$ cat config.mk
export PLATFORM = sky130hd
export DESIGN_NAME = coin_vend_ctrl
export DESIGN_NICKNAME = d
export VERILOG_FILES = /design/src/rtl/coin_vend_pkg.sv /design/src/rtl/coin_decode.sv /design/src/rtl/coin_vend_ctrl.sv
export SDC_FILE = /design/constraint.sdc
export NUM_CORES = 1
export LEC_CHECK = 0
export ABC_AREA = 0
export BUFFER_PORTS_ARGS = -buffer_cell sky130_fd_sc_hd__buf_2
export CORE_MARGIN = 3
export CORE_UTILIZATION = 58
export DETAILED_ROUTE_END_ITERATION = 8
export GPL_TIMING_DRIVEN = 0
export PLACE_DENSITY = 0.78
export SETUP_SLACK_MARGIN = 0.2
export SLEW_MARGIN = 20
export SYNTH_ARGS = -nofsm -noshare
export SYNTH_HDL_FRONTEND = slang
export SYNTH_SLANG_ARGS = --single-unit
$ cat constraint.sdc
create_clock -name Clock -period 3.77 [get_ports Clock]
set_clock_uncertainty 0.15 [all_clocks]
set_input_delay 0.1885 -clock Clock [delete_from_list [all_inputs] [get_ports Clock]]
set_output_delay 0.1885 -clock Clock [all_outputs]
set_load 0.05 [all_outputs]
$ cat src/rtl/coin_vend_pkg.sv
// Shared types and constants for the coin vending controller.
//   state_t      : controller phase (ACCUM, VEND, CHANGE)
//   NICKEL/DIME/QUARTER : coin values in cents
package coin_vend_pkg;

  typedef enum logic [1:0] {
    ACCUM  = 2'd0,
    VEND   = 2'd1,
    CHANGE = 2'd2
  } state_t;

  localparam logic [4:0] NICKEL  = 5'd5;
  localparam logic [4:0] DIME    = 5'd10;
  localparam logic [4:0] QUARTER = 5'd25;

endpackage

$ cat src/rtl/coin_decode.sv
// Combinational coin-sensor decoder.
//   n, d, q : nickel / dime / quarter sensed this cycle
//   any     : at least one sensor high
//   valid   : exactly one sensor high (value is meaningful)
//   multi   : more than one sensor high (ambiguous, must be rejected)
//   value   : cents of the single sensed coin, 0 otherwise
module coin_decode
  import coin_vend_pkg::*;
(
  input  logic       n,
  input  logic       d,
  input  logic       q,
  output logic       any,
  output logic       valid,
  output logic       multi,
  output logic [4:0] value
);

  logic [1:0] count;

  always_comb begin
    count = {1'b0, n} + {1'b0, d} + {1'b0, q};
    any   = (count != 2'd0);
    valid = (count == 2'd1);
    multi = (count > 2'd1);
    value = 5'd0;
    if (valid) begin
      if (n)      value = NICKEL;
      else if (d) value = DIME;
      else        value = QUARTER;
    end
  end

endmodule

$ cat src/rtl/coin_vend_ctrl.sv
// Vending controller: accumulates coin credit toward PRICE, pulses z once
// per sale, then either pays excess back as dime/nickel pulses or carries
// it into the next sale (CARRY_CHANGE). Cancel refunds the held credit.
//   Clock, Resetn : rising-edge clock, synchronous active-low reset
//   N, D, Q       : coin sensors;  Cancel : refund request
//   z             : vend pulse;  nickel_out / dime_out : change pulses
//   coin_reject   : sampled coin was returned (registered, one cycle)
//   credit        : current credit in cents;  busy : VEND or CHANGE
// Handshake: there is no back-pressure. A coin is offered for exactly the
// cycle its sensor is high; it is accepted only when busy is low and it is
// the sole coin without Cancel, otherwise coin_reject pulses next cycle.
module coin_vend_ctrl
  import coin_vend_pkg::*;
#(
  parameter int unsigned PRICE        = 15,
  parameter int unsigned CREDIT_W     = 7,
  parameter bit          CARRY_CHANGE = 1'b0
) (
  input  logic                Clock,
  input  logic                Resetn,
  input  logic                N,
  input  logic                D,
  input  logic                Q,
  input  logic                Cancel,
  output logic                z,
  output logic                nickel_out,
  output logic                dime_out,
  output logic                coin_reject,
  output logic [CREDIT_W-1:0] credit,
  output logic                busy
);

  localparam logic [CREDIT_W-1:0] PRICE_C  = CREDIT_W'(PRICE);
  localparam logic [CREDIT_W-1:0] DIME_C   = CREDIT_W'(DIME);
  localparam logic [CREDIT_W-1:0] NICKEL_C = CREDIT_W'(NICKEL);

  state_t              state_q, state_d;
  logic [CREDIT_W-1:0] credit_q, credit_d;
  logic                reject_q, reject_d;

  logic                coin_any, coin_valid, coin_multi;
  logic [4:0]          coin_value;
  logic [CREDIT_W-1:0] sum, remainder;

  coin_decode u_decode (
    .n     (N),
    .d     (D),
    .q     (Q),
    .any   (coin_any),
    .valid (coin_valid),
    .multi (coin_multi),
    .value (coin_value)
  );

  always_comb begin
    state_d   = state_q;
    credit_d  = credit_q;
    reject_d  = 1'b0;
    sum       = credit_q + CREDIT_W'(coin_value);
    remainder = credit_q - PRICE_C;

    case (state_q)
      ACCUM: begin
        if (Cancel) begin
          // A coin arriving with Cancel is always handed back.
          reject_d = coin_any;
          if (credit_q != '0) state_d = CHANGE;
        end else if (coin_multi) begin
          reject_d = 1'b1;
        end else if (coin_valid) begin
          credit_d = sum;
          if (sum >= PRICE_C) state_d = VEND;
        end
      end
      VEND: begin
        reject_d = coin_any;
        credit_d = remainder;
        if (remainder == '0 || CARRY_CHANGE) state_d = ACCUM;
        else                                  state_d = CHANGE;
      end
      CHANGE: begin
        reject_d = coin_any;
        if (credit_q >= DIME_C)        credit_d = credit_q - DIME_C;
        else if (credit_q >= NICKEL_C) credit_d = credit_q - NICKEL_C;
        else                           credit_d = '0;
        if (credit_d == '0) state_d = ACCUM;
      end
      default: begin
        state_d  = ACCUM;
        credit_d = '0;
      end
    endcase
  end

  always_ff @(posedge Clock) begin
    if (!Resetn) begin
      state_q  <= ACCUM;
      credit_q <= '0;
      reject_q <= 1'b0;
    end else begin
      state_q  <= state_d;
      credit_q <= credit_d;
      reject_q <= reject_d;
    end
  end

  // Outputs are pure decodes of the registers; the change coin for this
  // cycle is chosen from the credit still owed.
  assign z           = (state_q == VEND);
  assign busy        = (state_q != ACCUM);
  assign dime_out    = (state_q == CHANGE) && (credit_q >= DIME_C);
  assign nickel_out  = (state_q == CHANGE) && (credit_q < DIME_C) && (credit_q >= NICKEL_C);
  assign coin_reject = reject_q;
  assign credit      = credit_q;

endmodule

==> results of run 1 <==
==> cells in the final DEF (no fill, tap or decap), types with 2 or more instances in the layout <==
master / Yosys / final
o21ai_0: 12 / 12
a22oi_1: 2 / 2
o21a_1: 3 / 3
clkbuf_1: 4 / 4
a21o_1: 2 / 2
xnor2_1: 3 / 3
nor2_1: 8 / 8
buf_6: 2 / 2
a222oi_1: 2 / 2
nor2b_1: 2 / 2
xor2_1: 9 / 9
o21ai_1: 2 / 2
nand2b_1: 4 / 4
a21boi_1: 2 / 2
a21oi_1: 13 / 13
nand4_1: 2 / 2
and2_1: 6 / 6
a211o_1: 2 / 2
ha_1: 17 / 17
nand3_1: 5 / 5
nor3_1: 5 / 5
buf_2: 0 / 17
clkbuf_4: 0 / 3
dfxtp_1: 10 / 10
inv_1: 13 / 13
fa_1: 2 / 2
a31oi_1: 4 / 4
nand2_1: 17 / 17
==> how the worst max path moves through the flow <==
stage / start / to / slack [ps]
final: credit[1] / state_q[0] / 680
after global routing: credit[0] / state_q[0] / 400
after CTS: credit[0] / state_q[0] / 730
after detailed placement: D / state_q[0] / 550
after global placement: D / state_q[0] / 550
after floorplan: credit[1] / state_q[0] / 840
==> through the flow <==
step / util [%] / hold slack (ps) / setup slack, ps / area [µm²]
finish: 68.70 / 69.14 / 681.4 / 1549
global route: 68.70 / 65.23 / 404.1 / 1549
CTS: 68.70 / 67.18 / 734.4 / 1549
detailed placement: 67.09 / 360.2 / 546.7 / 1513
global placement: 67.09 / 357.4 / 553.1 / 1513
floorplan: - / 160.2 / 843.0 / 1393
==> critical path, delay by kind of cell (launching register included) <==
family | cells | cell delay, ps
buffers and inverters | 1 | 230
AND/OR/NAND/NOR | 2 | 600
AO/OA/AOI/OAI | 5 | 1120
adder cells (fa/ha/maj) | 1 | 270
flip-flops | 1 | 630
==> final cells by class <==
cell class | count | area (µm²) | area share (%)
clock buffer | 4 | 36.28 | 2.342
buffer | 7 | 45.04 | 2.908
timing repair buffer | 17 | 85.08 | 5.493
multi-input combinational | 149 | 1099 | 70.92
tap | 28 | 35.03 | 2.262
sequential | 10 | 200.2 | 12.92
inverter | 13 | 48.80 | 3.150
==> state kept, by name (all words and copies together), names as in the netlist <==
| register | count |
|---|---|
| credit | 7 |
| state_q | 2 |
| coin_reject | 1 |
==> per-layer routing <==
layer / track usage [%] / up-vias
li1: - / 699
met1: 37.66 / 630
met2: 47.44 / 86
met3: 4.558 / 13
met4: 14.57 / 0
met5: 0 / -
==> logic make-up after synthesis <==
kind of cell               synth area share [%]
and+or+nand+nor                           24.35
DFF                                       14.38
xor gates and xnor gates                  7.548
buffers and inverters                     6.739
AOI/OAI and AO/OA                         28.12
adders and majority gates                 18.15
muxes                                    0.7188
==> power by group <==
part,switching [mW],total [mW],internal (mW)
logic,0.494,0.759,0.265
clock network,0.0461,0.105,0.0588
registers,0.0439,0.176,0.133
==> reports/results.ini, run 1 <==
[run]
maxCapViolations=0

[synth]
syn_nets=204
ys_seq_area_share_pct=14.38
yosysWarnings=0
netlist_instances=179
synth_cell_types=52
synth_edf_count=0
yosys.area.top_type=ha_1
syn_area_um2=1393
synth_commonest_cells=ha_1, nand2_1, a21oi_1, inv_1, o21ai_0
synth_area_per_cell_um2=7.780
synth_ff_type=dfxtp_1
yosysTopAreaCellShare_pct=15.27
async_reset_ff_share_pct=0
netlist_top_cells_area=ha_1, dfxtp_1, xor2_1
synth-seq-cells=10

[status]
status=complete, no violations

[final_layout]
areaGrowthSynthToFinish_pct=11.23
final_nets=226
fillers=196
layout-drive-gt1-share_pct=14.50
layoutNonFillerInstCount=228
diodes=0

[placed_design]
gp_congestion=0.9540
portBuffers=17
placedCellCount=224
hpwl_um=2900

[critical_path]
slowest_stage=dfxtp_1
rr_startpoint=credit[1]
r2r_slack_ps=680
crit_path_end_kind=flip-flop
worstSetupStartpointType=flip-flop
rr_worst_depth=9
r2r_end=state_q[0]
crit_fanout=10
crit_type=flip-flop to flip-flop
crit_required_ps=3830
max_stage_delay_ps=630
path_cells=inv_1 -> ha_1 -> a221oi_2 -> a2111oi_0 -> a21oi_1 -> nand4b_1 -> o21a_1 -> or4_1 -> a21boi_1
crit_arrival_ps=3140

[global_routing]
track_usage_pct=29.35
grt-ovfl-total=0
grt_first_pass_wirelength_um=6244
antenna_found_initial=0
grt_max_degree=11
first_global_vias=1315

[drt]
wl_met3_um=367
via_per_inst=6.263
num_vias=1428
wl_per_cell_um=16.77
route.met2.wl_um=1754
postRouteAntennaNets=0
highest_layer=met4
wl_met1_um=1593
drt_iter0_drc=93
wl_um=3823
drc_errors=0
drt-pass1-iter-count=5

[clock_tree]
htreeDepth=1
cts_buffers=3
cts_buffer_depth=2
clkLatencyLatePin_ps=290
cts_sinks=10
clk_pin_slew_ps=90
post_cts_buffers=0
ctsResizeCount=0
cts_root_buf=clkbuf_4
cts_tree=built
cts_hold_buf=0

[floorplan]
die_h_um=55
start_util_pct=61.76
core_area_um2=2255
io_pins=18
rows=17
die_w_um=55
fp.dieArea_um2=3025

[worst_hold_path]
hold_path_end=credit[1]
min_from=Resetn
hold_path_class=input port to flip-flop
min_delay_path_depth=2

[sta]
hold_viol=0
setup_tns_ps=0
rsz0062_at_grt=no
setup_viol=0
worst_slew_pin_slew_ps=535.8
max-slew-margin-rel_pct=63.36
fin_crit_sh_pct=81.93
max_freq_ghz=0.3238
post-route-min-period_ps=3089
drv_slew=0

[power_and_ir_drop]
irDropWorstVdd_v=0.0004757
leakagePower_nw=0.7353
power_mw=1.040
p_per_area_nw_per_um2=671.4

Power figures use the tool's default switching activity.
==> run 2: changes to the inputs <==
clock period = 2.9 ns   (was 3.77 ns; I/O delays follow)
==> reports/results.ini, run 2 (synthesized netlist as in run 1, its figures left out) <==
[clock_tree]
cts_root_buf=clkbuf_4  ; unchanged
cts_tree=built  ; unchanged
htreeDepth=1  ; unchanged
cts_buffer_depth=2  ; unchanged
clk_pin_slew_ps=70  ; was 90 ps
cts_hold_buf=0  ; unchanged
cts_sinks=10  ; unchanged
cts_buffers=3  ; unchanged
clkLatencyLatePin_ps=270  ; was 290 ps

[placed_design]
hpwl_um=2903  ; was 2900 µm
portBuffers=17  ; unchanged
placedCellCount=224  ; unchanged
place_ws_ps=-304.6  ; was 546.7 ps
gp_congestion=0.9332  ; was 0.9540
placed_area_um2=1520  ; was 1513 µm²

[global_routing]
antenna_found_initial=0  ; unchanged
grt_first_pass_wirelength_um=6120  ; was 6244 µm
track_usage_pct=28.18  ; was 29.35%
grt-ovfl-total=0  ; unchanged
grt_max_degree=11  ; unchanged
first_global_vias=1298  ; was 1,315

[drt]
wl_per_cell_um=18.18  ; was 16.77 µm
drc_errors=0  ; unchanged
postRouteAntennaNets=0  ; unchanged
num_vias=1544  ; was 1,428
wl_um=4344  ; was 3823 µm
via_per_inst=6.460  ; was 6.263
drt-pass1-iter-count=7  ; was 5
drt_iter0_drc=128  ; was 93

[critical_path]
crit_fanout=4  ; was 10
startpoint=N  ; was credit[1]
worstSetupStartpointType=input port  ; was flip-flop
rr_startpoint=credit[1]  ; unchanged
cp-endpoint=state_q[0]  ; unchanged
crit_arrival_ps=2900  ; was 3140 ps
rr_worst_depth=9  ; unchanged
crit_type=input port to flip-flop  ; was flip-flop to flip-flop
crit_path_end_kind=flip-flop  ; unchanged
r2r_slack_ps=140  ; was 680 ps
crit_required_ps=2960  ; was 3830 ps
r2r_end=state_q[0]  ; unchanged

[final_layout]
diodes=0  ; unchanged
areaGrowthSynthToFinish_pct=30.73  ; was 11.23%
largest_reg_flops=7  ; unchanged
layout_common_cells=nand2_1, buf_2, inv_1, ha_1, o21ai_0  ; was nand2_1, ha_1, buf_2
final_nets=237  ; was 226
layoutNonFillerInstCount=239  ; was 228
fillers=154  ; was 196
layout-drive-gt1-share_pct=32.70  ; was 14.50%
design_area_um2=1821  ; was 1549 µm²

[sta]
setup_viol=0  ; unchanged
worst_slack_ps=58.91  ; was 681.4 ps
setup_tns_ps=0  ; unchanged
fin_crit_sh_pct=97.97
post-route-min-period_ps=2841
drv_slew=0  ; unchanged
hold_viol=0  ; unchanged
rsz0062_at_grt=yes  ; was no
max-slew-margin-rel_pct=52.14  ; was 63.36%
worst_slew_pin_slew_ps=699.8  ; was 535.8 ps
max_freq_ghz=0.3520

[power_and_ir_drop]
p_per_area_nw_per_um2=833.7  ; was 671.4 nW/µm²
leakagePower_nw=0.8098  ; was 0.7353 nW
irDropWorstVdd_v=0.0008384  ; was 0.0004757 V
power_mw=1.518  ; was 1.040 mW

[status]
status=complete, no violations  ; unchanged

[floorplan]
core_area_um2=2255  ; unchanged
die_h_um=55  ; unchanged
die_w_um=55  ; unchanged
start_util_pct=61.76  ; unchanged
fp.dieArea_um2=3025  ; unchanged
io_pins=18  ; unchanged
rows=17  ; unchanged

[worst_hold_path]
hold_path_class=input port to flip-flop  ; unchanged

[run]
maxCapViolations=0  ; unchanged

run 2: how the worst min path moves through the flow:
stage	startpoint	endpoint	slack, ps	depth (start not counted)
global placement	Resetn	credit[0]	310	3
global route	Resetn	credit[2]	70	2
detailed placement	Resetn	credit[0]	330	3
finish	Resetn	credit[1]	50	2
CTS	Resetn	credit[0]	40	3
floorplan	Resetn	credit[3]	120	1
run 2: repair_timing:
action | CTS | global route
endpoints found under the setup margin | 2 | 4
gates resized for setup | 13 | 28
pin swaps | 6 | 20
cloned | 0 | 0
buffers inserted | 4 | 7
run 2: metrics by stage:
stage	hold slack (ps)	utilization, %
after floorplan	116.7	-
after global placement	310.2	67.43
after detailed placement	326.5	67.43
after CTS	42.04	72.75
after global routing	70.47	80.74
final	47.84	80.74
run 2: where the power goes:
| part | total (mW) | switching, mW | internal [mW] |
|---|---|---|---|
| clock | 0.127 | 0.0506 | 0.0764 |
| sequential | 0.239 | 0.0632 | 0.176 |
| combinational | 1.15 | 0.709 | 0.443 |
run 2: critical path, cell delays in order:
cell	delay (ps)
buf_12	100
fa_2	600
nand2b_4	90
buf_6	130
nor3_4	210
ha_4	250
a21o_1	170
a31oi_2	200
xor2_2	120
a41o_1	220
or4_4	520
a21boi_2	120
run 2: per-layer routing:
layer	track usage, %	part of all wire, %	vias to the layer above
met5	0	0	-
met4	4.453	3.6	0
met3	5.362	9.7	29
met2	50.00	49	94
met1	35.71	38	703
li1	-	-	718
run 2: cell type report:
type	count	area [µm²]	share of cell area, %
clock buffer	4	36.28	1.993
multi-input combinational	149	1252	68.80
inverter	13	48.80	2.680
tap	28	35.03	1.924
timing repair buffer	28	192.7	10.58
sequential	10	206.4	11.34
buffer	7	48.80	2.680
==> run 3: changes to the inputs <==
CORE_UTILIZATION = 59   (was 58)
PLACE_DENSITY = 0.79   (was 0.78)
SYNTH_HIERARCHICAL = 1   (was not set)
clock period = 2.95 ns   (was 2.9 ns; I/O delays follow)
==> reports/results.ini, run 3 <==
[final_layout]
final_common_cell=nand2_1
final_util_pct=81.65  ; was 80.74%
layout-drive-gt1-share_pct=30.90  ; was 32.70%
areaGrowthSynthToFinish_pct=26.51  ; was 30.73%
largest_reg_flops=7  ; unchanged
fillers=141  ; was 154
layout_common_cells=nand2_1, buf_2, inv_1  ; was nand2_1, buf_2, inv_1, ha_1, o21ai_0
final_nets=259  ; was 237
diodes=0  ; unchanged

[sta]
post-route-min-period_ps=2964
max-slew-margin-rel_pct=47.85  ; was 52.14%
rsz0062_at_grt=yes  ; unchanged
fin_crit_sh_pct=100.5
worst_slack_ps=-14.43  ; was 58.91 ps
max_freq_ghz=0.3373
hold_viol=0  ; unchanged
worst_slew_pin_slew_ps=782.2  ; was 699.8 ps
setup_viol=1  ; was 0
drv_slew=0  ; unchanged

[drt]
via_per_inst=6.701  ; was 6.460
postRouteAntennaNets=0  ; unchanged
wl_um=4720  ; was 4344 µm
wl_per_cell_um=18.08  ; was 18.18 µm
drc_errors=0  ; unchanged
num_vias=1749  ; was 1,544
drt-pass1-iter-count=8  ; was 7
drt_iter0_drc=131  ; was 128

[synth]
synth_cell_types=56  ; was 52
synth-seq-cells=10  ; unchanged
ys_seq_area_share_pct=13.38  ; was 14.38%
synth_ff_type=dfxtp_1  ; unchanged
yosys.cell_count.top_type=nand2_1
yosys.area.top_type=ha_1  ; unchanged
yosysTopAreaCellShare_pct=14.21  ; was 15.27%
synth_edf_count=0  ; unchanged
synth_area_per_cell_um2=7.558  ; was 7.780 µm²
netlist_instances=198  ; was 179
yosysWarnings=6  ; was 0
netlist_top_cells_area=ha_1, dfxtp_1, nand2_1  ; was ha_1, dfxtp_1, xor2_1
syn_area_um2=1496  ; was 1393 µm²
async_reset_ff_share_pct=0  ; unchanged
synth_commonest_cells=nand2_1, ha_1, inv_1  ; was ha_1, nand2_1, a21oi_1, inv_1, o21ai_0
syn_nets=223  ; was 204

[global_routing]
grt_max_degree=13  ; was 11
grt-ovfl-total=0  ; unchanged
grt_first_pass_wirelength_um=7086  ; was 6120 µm
track_usage_pct=27.57  ; was 28.18%
first_global_vias=1575  ; was 1,298
antenna_found_initial=0  ; unchanged

[critical_path]
crit_fanout=4  ; unchanged
crit_required_ps=2960  ; about the same
r2r_end=state_q[0]  ; unchanged
r2r_slack_ps=150  ; was 140 ps
slowest_stage=fa_1  ; was fa_2
worstSetupStartpointType=input port  ; unchanged
crit_type=input port to flip-flop  ; unchanged
path_cells=buf_6 -> inv_2 -> fa_1 -> nand2b_4 -> nor2_1 -> ha_1 -> a21o_1 -> o21ai_4 -> or4b_4 -> o311ai_4 -> o41a_1 -> a21oi_2 -> a41o_2  ; was buf_12 -> fa_2 -> nand2b_4 -> buf_6 -> nor3_4 -> ha_4 -> a21o_1 -> a31oi_2 -> xor2_2 -> a41o_1 -> or4_4 -> a21boi_2
crit_path_end_kind=flip-flop  ; unchanged
cp-endpoint=state_q[0]  ; unchanged
rr_worst_depth=9  ; unchanged
rr_startpoint=credit[1]  ; unchanged
max_stage_delay_ps=560  ; was 600 ps
crit_arrival_ps=2980  ; was 2900 ps
startpoint=Q  ; was N

[power_and_ir_drop]
power.share.clock_pct=8.7  ; was 8.4%
leakagePower_nw=0.8898  ; was 0.8098 nW
p_per_area_nw_per_um2=778.6  ; was 833.7 nW/µm²
seq_power_share_pct=14.5  ; was 15.7%
power_frac_comb_pct=76.8  ; was 75.9%
sw_frac_of_total_pct=56.42  ; was 54.22%
power_mw=1.474  ; was 1.518 mW
p_sw_mw=0.8316  ; was 0.8228 mW
irDropWorstVdd_v=0.0007206  ; was 0.0008384 V
internal_power_mw=0.6423  ; was 0.6948 mW

[status]
violations=negative setup slack
status=finished, violations left  ; was complete, no violations

[clock_tree]
clk_pin_slew_ps=70  ; about the same
cts_sinks=10  ; unchanged
cts_root_buf=clkbuf_4  ; unchanged
cts_buffer_depth=2  ; unchanged
cts_buffers=3  ; unchanged
htreeDepth=1  ; unchanged
clkLatencyLatePin_ps=270  ; about the same
cts_tree=built  ; unchanged

[run]
maxCapViolations=0  ; unchanged

[floorplan]
start_util_pct=64.54  ; was 61.76%
die_h_um=56.36  ; was 55 µm
core_area_um2=2318  ; was 2255 µm²
io_pins=18  ; unchanged
fp.dieArea_um2=3176  ; was 3025 µm²
die_w_um=56.36  ; was 55 µm
rows=17  ; unchanged

[placed_design]
portBuffers=17  ; unchanged
hpwl_um=2948  ; was 2903 µm
gp_congestion=0.8881  ; was 0.9332

[worst_hold_path]
min_from=Resetn  ; unchanged
hold_path_class=input port to flip-flop  ; unchanged

run 3: changes by cell type in the layout (fill, tap and decap cells not counted), sizes merged, moves of 3 or more:
cell    change
a21boi      -3
buf         +7
inv         +6
nand2       +3
nor2        +7
nor3        +3
o21a        -3
xnor2       +5
xor2        -5
run 3: per-stage QoR:
step	worst slack, ps	setup TNS, ps	instance area, µm²	hold WS [ps]	instances
after floorplan	5.795	0	1510	119.2	198
after global placement	-316.2	-691.6	1630	314.7	243
after detailed placement	-456.3	-1205	1630	315.6	243
after CTS	86.07	0	1831	38.89	259
after global routing	-55.47	-90.08	1893	41.93	261
final	-14.43	-14.43	1893	49.37	261
run 3: power groups by stage:
| stage | sequential, mW | clock (mW) | combinational (mW) |
|---|---|---|---|
| 4_1_cts | 0.213 | 0.127 | 1.06 |
| 3_5_place_dp | 0.215 | 0 | 1.01 |
| 5_1_grt | 0.220 | 0.137 | 1.22 |
| 2_1_floorplan | 0.285 | 0 | 0.733 |
| 3_3_place_gp | 0.213 | 0 | 0.990 |
| 6_report | 0.214 | 0.128 | 1.13 |
run 3: worst min path at each step:
stage / end / cells past startpoint
global route: credit[5] / 2
CTS: credit[5] / 2
floorplan: credit[2] / 1
detailed placement: credit[2] / 2
finish: credit[5] / 2
global placement: credit[5] / 2
run 3: timing repair:
item / in CTS / in global routing
pin swaps: 13 / 15
hold buffers: 0 / 0
setup buffers: 12 / 2
endpoints found under the setup margin: 3 / 6
gates resized for setup: 18 / 11
run 3: final cells by class:
cell class	count	area, µm²	share of cell area, %
Multi-Input combinational cell	158	1251	66.09
Tap cell	28	35.03	1.851
Clock buffer	4	36.28	1.917
Timing Repair Buffer	31	221.5	11.70
Sequential cell	10	201.4	10.64
Inverter	19	78.83	4.164
Buffer	11	68.82	3.635
run 3: routing by layer:
metal / GRT usage [%] / vias up / wire, µm
li1: - / 778 / -
met1: 35.04 / 792 / 1780
met2: 46.24 / 149 / 2273
met3: 7.126 / 30 / 461
met4: 6.780 / 0 / 205
met5: 0 / - / 0
run 3: kinds of logic after synthesis:
logic type | synth area share, %
XOR/XNOR | 7.023
flip-flops | 13.38
adder cells (fa/ha/maj) | 16.89
multiplexers | 0.6689
buffers and inverters | 9.364
AO/OA/AOI/OAI | 28.35
AND/OR/NAND/NOR | 24.33
run 3: critical path, delay by kind of cell:
kind | cells | cell delay (ps)
AOI/OAI and AO/OA | 6 | 1100
adders and majority gates | 2 | 870
and+or+nand+nor | 3 | 740
buffers and inverters | 2 | 110
